`src/rtl/xm23_pkg.sv`:
```
// xm23_pkg: shared types and widths for the XM23 instruction fetch stage.
//   INST_W / ADDR_W  : instruction word and byte-address widths
//   fetch_state_t    : fetch FSM encoding
//   fetch_entry_t    : one instruction buffer entry {inst, pc}
package xm23_pkg;

  localparam int unsigned INST_W = 16;
  localparam int unsigned ADDR_W = 16;

  typedef enum logic [1:0] {
    FETCH = 2'd0,
    WAIT  = 2'd1,
    DRAIN = 2'd2
  } fetch_state_t;

  typedef struct packed {
    logic [INST_W-1:0] inst;
    logic [ADDR_W-1:0] pc;
  } fetch_entry_t;

endpackage

```
`src/rtl/fetch_buf.sv`:
```
// fetch_buf: synchronous FIFO of fetch_entry_t used as the fetch instruction buffer.
// Ports:
//   clk, rst    : clock and synchronous active-high reset (clears pointers, count, storage)
//   push        : write push_data at the tail (ignored when full unless popping)
//   push_data   : entry to write
//   pop         : remove the head entry (ignored when empty)
//   flush       : empty the buffer; overrides push and pop in the same cycle
//   head        : current head entry (registered storage, no bypass from push_data)
//   count       : number of valid entries, 0..DEPTH
//   empty, full : status flags derived from count
import xm23_pkg::*;

module fetch_buf #(
  parameter int unsigned DEPTH = 2
) (
  input  logic                         clk,
  input  logic                         rst,
  input  logic                         push,
  input  fetch_entry_t                 push_data,
  input  logic                         pop,
  input  logic                         flush,
  output fetch_entry_t                 head,
  output logic [$clog2(DEPTH):0]       count,
  output logic                         empty,
  output logic                         full
);

  localparam int unsigned PTR_W = $clog2(DEPTH);
  localparam int unsigned CNT_W = PTR_W + 1;

  localparam logic [PTR_W-1:0] PTR_ONE   = PTR_W'(1);
  localparam logic [CNT_W-1:0] CNT_ONE   = CNT_W'(1);
  localparam logic [CNT_W-1:0] CNT_DEPTH = CNT_W'(DEPTH);

  fetch_entry_t     mem [DEPTH];
  logic [PTR_W-1:0] rd_ptr;
  logic [PTR_W-1:0] wr_ptr;
  logic [CNT_W-1:0] cnt;
  logic             do_push;
  logic             do_pop;

  assign empty   = (cnt == '0);
  assign full    = (cnt == CNT_DEPTH);
  assign do_pop  = pop && !empty;
  assign do_push = push && (!full || do_pop);

  always_ff @(posedge clk) begin
    if (rst) begin
      rd_ptr <= '0;
      wr_ptr <= '0;
      cnt    <= '0;
      for (int unsigned i = 0; i < DEPTH; i++) begin
        mem[i] <= '0;
      end
    end else if (flush) begin
      rd_ptr <= '0;
      wr_ptr <= '0;
      cnt    <= '0;
    end else begin
      if (do_push) begin
        mem[wr_ptr] <= push_data;
        wr_ptr      <= wr_ptr + PTR_ONE;
      end
      if (do_pop) begin
        rd_ptr <= rd_ptr + PTR_ONE;
      end
      unique case ({do_push, do_pop})
        2'b10:   cnt <= cnt + CNT_ONE;
        2'b01:   cnt <= cnt - CNT_ONE;
        default: cnt <= cnt;
      endcase
    end
  end

  assign head  = mem[rd_ptr];
  assign count = cnt;

endmodule

```
`src/rtl/inst_fetch.sv`:
```
// inst_fetch: XM23 instruction fetch stage. Owns the PC, issues single outstanding
// reads to instruction memory, buffers returned words and hands them to the decoder
// with a valid/ready handshake. A redirect flushes the buffer and squashes any
// in-flight read.
// Ports:
//   clk, rst     : clock and synchronous active-high reset
//   imem_req     : one-cycle read request pulse
//   imem_addr    : byte address of the read (always the current PC, bit 0 = 0)
//   imem_valid   : read data returned this cycle
//   imem_rdata   : returned instruction word
//   inst_valid   : buffer head holds a valid instruction
//   inst_ready   : decoder accepts the head this cycle
//   inst,inst_pc : head instruction word and its address
//   redirect     : branch taken / PC write from execute
//   redirect_pc  : new fetch address (bit 0 forced to 0)
import xm23_pkg::*;

module inst_fetch #(
  parameter logic [ADDR_W-1:0] RESET_PC  = 16'h0000,
  parameter int unsigned       BUF_DEPTH = 2
) (
  input  logic              clk,
  input  logic              rst,
  output logic              imem_req,
  output logic [ADDR_W-1:0] imem_addr,
  input  logic              imem_valid,
  input  logic [INST_W-1:0] imem_rdata,
  output logic              inst_valid,
  input  logic              inst_ready,
  output logic [INST_W-1:0] inst,
  output logic [ADDR_W-1:0] inst_pc,
  input  logic              redirect,
  input  logic [ADDR_W-1:0] redirect_pc
);

  localparam int unsigned       CNT_W     = $clog2(BUF_DEPTH) + 1;
  localparam logic [CNT_W-1:0]  CNT_DEPTH = CNT_W'(BUF_DEPTH);
  localparam logic [ADDR_W-1:0] PC_STEP   = ADDR_W'(2);

  fetch_state_t      state_q, state_d;
  logic [ADDR_W-1:0] pc_q, pc_d;

  logic              buf_push;
  logic              buf_flush;
  logic              buf_empty;
  logic              buf_full;
  logic [CNT_W-1:0]  buf_count;
  fetch_entry_t      buf_head;
  fetch_entry_t      buf_wdata;

  logic              pop;
  logic [CNT_W-1:0]  count_after_pop;
  logic              has_space;

  fetch_buf #(
    .DEPTH(BUF_DEPTH)
  ) u_buf (
    .clk      (clk),
    .rst      (rst),
    .push     (buf_push),
    .push_data(buf_wdata),
    .pop      (pop),
    .flush    (buf_flush),
    .head     (buf_head),
    .count    (buf_count),
    .empty    (buf_empty),
    .full     (buf_full)
  );

  assign inst_valid = !buf_empty;
  assign inst       = buf_head.inst;
  assign inst_pc    = buf_head.pc;
  assign imem_addr  = pc_q;

  assign pop             = inst_valid && inst_ready;
  // Space is judged after this cycle's pop, so a full buffer being drained still fetches.
  assign count_after_pop = buf_count - {{(CNT_W-1){1'b0}}, pop};
  assign has_space       = (count_after_pop < CNT_DEPTH);

  assign buf_wdata = '{inst: imem_rdata, pc: pc_q};

  always_ff @(posedge clk) begin
    if (rst) begin
      state_q <= FETCH;
      pc_q    <= RESET_PC;
    end else begin
      state_q <= state_d;
      pc_q    <= pc_d;
    end
  end

  always_comb begin
    state_d   = state_q;
    pc_d      = pc_q;
    imem_req  = 1'b0;
    buf_push  = 1'b0;
    buf_flush = 1'b0;

    if (redirect) begin
      // Redirect wins over everything: flush, retarget, and if a read is in flight
      // either drop its data now (arriving this cycle) or drain it later.
      buf_flush = 1'b1;
      pc_d      = {redirect_pc[ADDR_W-1:1], 1'b0};
      if (state_q == WAIT) begin
        state_d = imem_valid ? FETCH : DRAIN;
      end
    end else begin
      unique case (state_q)
        FETCH: begin
          if (has_space && !rst) begin
            imem_req = 1'b1;
            state_d  = WAIT;
          end
        end
        WAIT: begin
          if (imem_valid) begin
            buf_push = !buf_full || pop;
            pc_d     = pc_q + PC_STEP;
            state_d  = FETCH;
          end
        end
        DRAIN: begin
          if (imem_valid) begin
            state_d = FETCH;
          end
        end
        default: state_d = FETCH;
      endcase
    end
  end

endmodule
```
`config.mk`:
```
export PLATFORM = sky130hd
export DESIGN_NAME = inst_fetch
export DESIGN_NICKNAME = d
export VERILOG_FILES = /design/src/rtl/xm23_pkg.sv /design/src/rtl/fetch_buf.sv /design/src/rtl/inst_fetch.sv
export SDC_FILE = /design/constraint.sdc
export NUM_CORES = 1
export LEC_CHECK = 0
export BUFFER_PORTS_ARGS = -buffer_cell sky130_fd_sc_hd__buf_4
export CORE_MARGIN = 2
export CORE_UTILIZATION = 24
export DETAILED_ROUTE_END_ITERATION = 16
export PLACE_DENSITY_LB_ADDON = 0.12
export SLEW_MARGIN = 20
export SYNTH_ARGS = -nofsm -noshare
export SYNTH_HDL_FRONTEND = slang
export SYNTH_SLANG_ARGS = --single-unit
export TNS_END_PERCENT = 100
```
`constraint.sdc`:
```
create_clock -name clk -period 4.05 [get_ports clk]
set_input_delay 0.2025 -clock clk [delete_from_list [all_inputs] [get_ports clk]]
set_output_delay 0.2025 -clock clk [all_outputs]
set_load 0.005 [all_outputs]
```
## Word level (Yosys, flattened, before mapping)

Memory sizes are Yosys's and may differ from the RTL's. A register that Yosys moved wholly into a read port is not among the register bits.
Index checks and enable logic that the tools add are counted.

| word-level totals | value |
|---|---|
| flip-flop bits (word level) | 22 |
| bits in writable memories | 64 |
| input port bits | 37 |
| output and inout bits | 50 |
| logic and storage cells | 71 |
| memories kept | 1 |

| operators by class | value |
|---|---|
| add/subtract/negate cells | 6 |
| $lt $le $gt $ge | 1 |
| equality and inequality tests | 8 |
| multiplexer cells | 28 |
| reductions and logical operators | 21 |

Memories:

| memory | words | bits a word | read ports | clocked after memory_dff | write ports | line | RTL |
|---|---|---|---|---|---|---|---|
| u_buf.mem | 2 | 32 | 1 | 1 | 2 | fetch_buf.sv:35 | `fetch_entry_t mem [DEPTH];` |

Operators with widths:

| kind | number |
|---|---|
| 16-bit two-way mux | 3 |
| 32-bit two-way mux | 1 |
| 32-bit OR reduction | 1 |
| 1-bit two-way mux | 17 |
| 16-bit by 2-bit adder with 16-bit output (second input constant) | 1 |
| 2-bit two-way mux | 5 |
| 2-bit case mux with 2 select lines | 2 |
| 2-bit equality test (second input constant) | 3 |
| 2-bit nonzero test | 3 |
| 2-bit OR reduction | 3 |
| 2-bit by 1-bit equality test with 1-bit output (second input constant) | 2 |
| 1-bit logical AND | 4 |
| 2-bit logical NOT | 2 |
| 2-bit AND reduction | 2 |
| 1-bit logical NOT | 3 |
| 3-bit by 1-bit inequality test with 1-bit output (second input constant) | 1 |
| 3-bit inequality test (second input constant) | 1 |
| 3-bit AND reduction | 1 |
| 1-bit adder (second input constant) | 2 |
| 2-bit by 1-bit adder with 2-bit output (second input constant) | 1 |
| 1-bit logical OR | 2 |
| 2-bit < comparator (second input constant) | 1 |
| 2-bit by 1-bit inequality test with 1-bit output (second input constant) | 1 |
| 2-bit by 1-bit subtractor with 2-bit output | 1 |
| 2-bit by 1-bit subtractor with 2-bit output (second input constant) | 1 |

## Longest topological paths before layout

| depth | value |
|---|---|
| depth after elaboration | 14 |
| gate-level depth with buffers | 10 |
| depth with buffers taken out | 9 |

## Hierarchy

From an unflattened synthesis, not the netlist that was laid out.

| second synthesis, totals | value |
|---|---|
| cell total of the unflattened synthesis | 325 |
| area total of the unflattened synthesis | 4071.4 um2 |

Modules (own cells, without submodules):

| module | instances | cells an instance | area an instance (um2) | sequential area each (um2) |
|---|---|---|---|---|
| fetch_buf | 1 | 203 | 3067.9 | 2021.9 |
| inst_fetch | 1 | 122 | 1003.5 | 340.3 |

## Worst setup path before layout

OpenSTA, ideal clock, no wires.

| timing path | value |
|---|---|
| path kind | register to register |
| start | register state_q[1] |
| end | memory u_buf.mem[0][10] (netlist name), enable pin |
| library setup time | 426 ps |
| data arrival time | 2676 ps |
| data required time | 3624 ps |
| slack | 948 ps |
| cell stages (with the launch flop) | 7 |
| buffers on the path | 1 |
| period minus slack after synthesis | 3102 ps |
| cells stage by stage | dfxtp_1 -> inv_1 -> ha_1 -> nand2_1 -> or3_1 -> buf_2 -> o21bai_1 |

RTL lines:

| what | line | RTL |
|---|---|---|
| start: declaration | inst_fetch.sv:40 | `fetch_state_t state_q, state_d;` |
| start signal: assignment | inst_fetch.sv:87 | `state_q <= state_d;` |
| end: declaration | fetch_buf.sv:35 |  |

==> summary.md <==
| Metric | Value |
|---|---|
| Status | finished, final reports clean |
| Top cell type's share of synthesized area | 47.5% |
| Chip width | between 100 and 150 µm |
| Cell Area, Synth | between 3000 and 4000 µm² |
| Shortest period the worst path allows | 2.69 ns |
| Layout cell share with drive strength beyond 1 | 35.7% |
| CP Capture Point | u_buf.mem[1][30] |
| CTS Buf Count | 9 |
| Hpwl dp | 6.06 mm |
| Num rows | 46 |
| Seq cells post-synth | 84 |
| Most common cell after layout, fill and taps aside | buf_4 |
| Cell count after synthesis | 316 |
| DIE HEIGHT | roughly 130 µm |
| RD Place Congestion | about 0.79 |
| GRT Resource Usage Total | a little under an eighth |
| Hold Fails Final Rpt | 0 |
| Initial antenna violation count | 0 |
| Routed Antenna Nets | 0 |
| Vias per cell | 4.15 |
| CORE AREA | ~16000 µm² |
| DRC viols | 0 |
| Max-cap violation count | 0 |
| Post-synth ARST share | 0% |
| Crit path kind | flop to flop |
| Via count | around 2600 |
| Most frequent cells in the layout | buf_4 (87), and2_1 (63), edfxtp_1 (62) |
| Register clock-pin slew on the reported worst setup and hold paths | 0.06 ns |
| Initial Utilization | 24.6% |
| CTS max path bufs | 2 |
| Synth-to-Final Area Change | 29.6% |
| Final core occ | 31.8% |
| Total Power Consumption | 2.00 mW |
| Worst EP arrival | 2.72 ns |
| DRT Pass-1 Iters | 4 |
| Largest net degree at the start of global routing | 32 |
| Resized Gates After CTS | 0 |
| Ys flop type | edfxtp_1 |
| PortBufs | 83 |
| Final setup fails | 0 |
| Post-route setup TNS | 0 ns |
| R2r endpoint | u_buf.mem[1][30] |
| First-pass GRT wire length | 15.1 mm |
| Crit start category | flop |
| RSZ-0062 raised after global routing | no |
| Crit-path max FO | 18 |
| Synth area leader | edfxtp_1 |
| Hold Crit Class | input port to flop |
| Peak supply drop | 190 µV |
| # diodes | 0 |
| CTS tree | done |
| Vias in the first global route | roughly 2700 |
| # Post-CTS Setup Buffers | 0 |
| Setup crit start | state_q[1] |
| Top post-synthesis cells by area | edfxtp_1 (48%), dfxtp_1 (11%), and2_1 (10%), mux2_2 (8.9%), xor2_1 (1.8%) |
| Routed len/inst | between 15 and 20 µm |
| Worst r2r src | state_q[1] |
| Starting DRT DRC Count | 80 |
| Clk sink count | 84 |
| Worst Setup End Kind | flop |
| Leak | 1.97 nW |
| WHS | 0.119 ns |
| Fmax | 372 MHz |
| Worst Path Required | between 4 and 5 ns |
| Post-synth EDFFs | 62 |
| Final Cycle Share | 66.4% |
| # H-tree levels | 3 |
| DRT Wirelength | 9.35 mm |
| Clock root buffer | clkbuf_16 |
| Avg Inst Size Synth | 12.4 µm² |
| # nets final | 435 |
| R2R depth | 6 |
| Power per cell area | 393 nW/µm² |
| Synth Warn # | 0 |
| Yosys cell types | 42 |
| Die Area | 17400 µm² |
| Max-Slew Margin vs Limit | around 45% |
| Actual slew at the worst max-slew pin | about 0.83 ns |
| Setup Skew | 0.00474 ns |
| CTS Hold Bufs | 0 |
| Latest clock arrival within the worst-skew pair | 0.34 ns |
| I/O pin cnt | slightly below 90 |
| Register area share after synthesis | 58.8% |
| Global route total overflow | 0 |
| Final Slew Violations | 0 |
| FF-to-FF setup slack | 1.36 ns |
state kept, by name (all words and copies together), names as in the netlist, named ones only:
name,count
imem_addr,15
state_q,2
u_buf.count,2
u_buf.mem,62
u_buf.rd_ptr,1
u_buf.wr_ptr,1
synthesized netlist by cell type (4+ instances only):
library cell and n:
xnor2_1 7, dfxtp_1 22, clkbuf_1 11, mux2_2 31
nand3_1 7, inv_1 7, buf_4 4, nor4_1 4
nor3_1 7, nor2_1 16, nand4_1 7, and2_1 63
xor2_1 8, nand2_1 10, edfxtp_1 62, ha_1 4
a211oi_1 8
critical path, cell delays in order, from the launching register on:
cell	delay, ns
dfxtp_1	0.31
inv_1	0.07
ha_1	0.32
nand2_1	0.17
or3_1	0.55
o21bai_4	0.60
buf_4	0.35
layer usage:
layer,vias up,GRT usage (%),wire length (µm)
met4,0,3.08,113
met2,68,18.4,4350
met1,1192,14.4,4410
li1,1281,-,-
met5,-,0,0
met3,9,4.04,486
report_power, final:
group | total, mW | switching (mW) | internal, mW | leakage, nW
clock network | 0.861 | 0.327 | 0.534 | 0.148
registers | 0.985 | 0.0284 | 0.957 | 0.824
logic | 0.150 | 0.0696 | 0.0802 | 0.993
through the flow:
stage	cells	cell area [µm²]	setup WS [ns]
floorplan	317	3920	0.948
global placement	599	4770	1.34
detailed placement	599	4770	1.33
CTS	614	5080	1.31
global route	614	5080	1.18
finish	614	5080	1.36
worst min-delay path by stage:
stage / slack [ns] / depth (start not counted) / startpoint / end
CTS: 0.11 / 3 / redirect_pc[1] / imem_addr[1]
global placement: 0.46 / 3 / redirect_pc[1] / imem_addr[1]
global route: 0.13 / 3 / redirect_pc[3] / imem_addr[3]
detailed placement: 0.47 / 3 / redirect_pc[1] / imem_addr[1]
floorplan: 0.35 / 2 / redirect_pc[1] / imem_addr[1]
finish: 0.12 / 3 / redirect_pc[3] / imem_addr[3]
cells by family after synthesis:
| group | Yosys count | synth area share [%] |
|---|---|---|
| flip-flops | 84 | 58.8 |
| AO/OA/AOI/OAI | 23 | 4.44 |
| XOR/XNOR | 15 | 3.35 |
| other | 1 | 0.0958 |
| buffers and inverters | 28 | 3.32 |
| adder cells (fa/ha/maj) | 4 | 1.28 |
| multiplexers | 31 | 8.91 |
| AND/OR/NAND/NOR | 130 | 19.8 |
cell type report:
type	count	area (µm²)
Clock buffer	10	229
Multi-Input combinational cell	205	1520
Timing Repair Buffer	87	653
Sequential cell	84	2300
Inverter	7	26.3
Fill cell	1626	10900
Tap cell	216	270
Clock inverter	5	77.6
(Power assumes the default switching activity.)
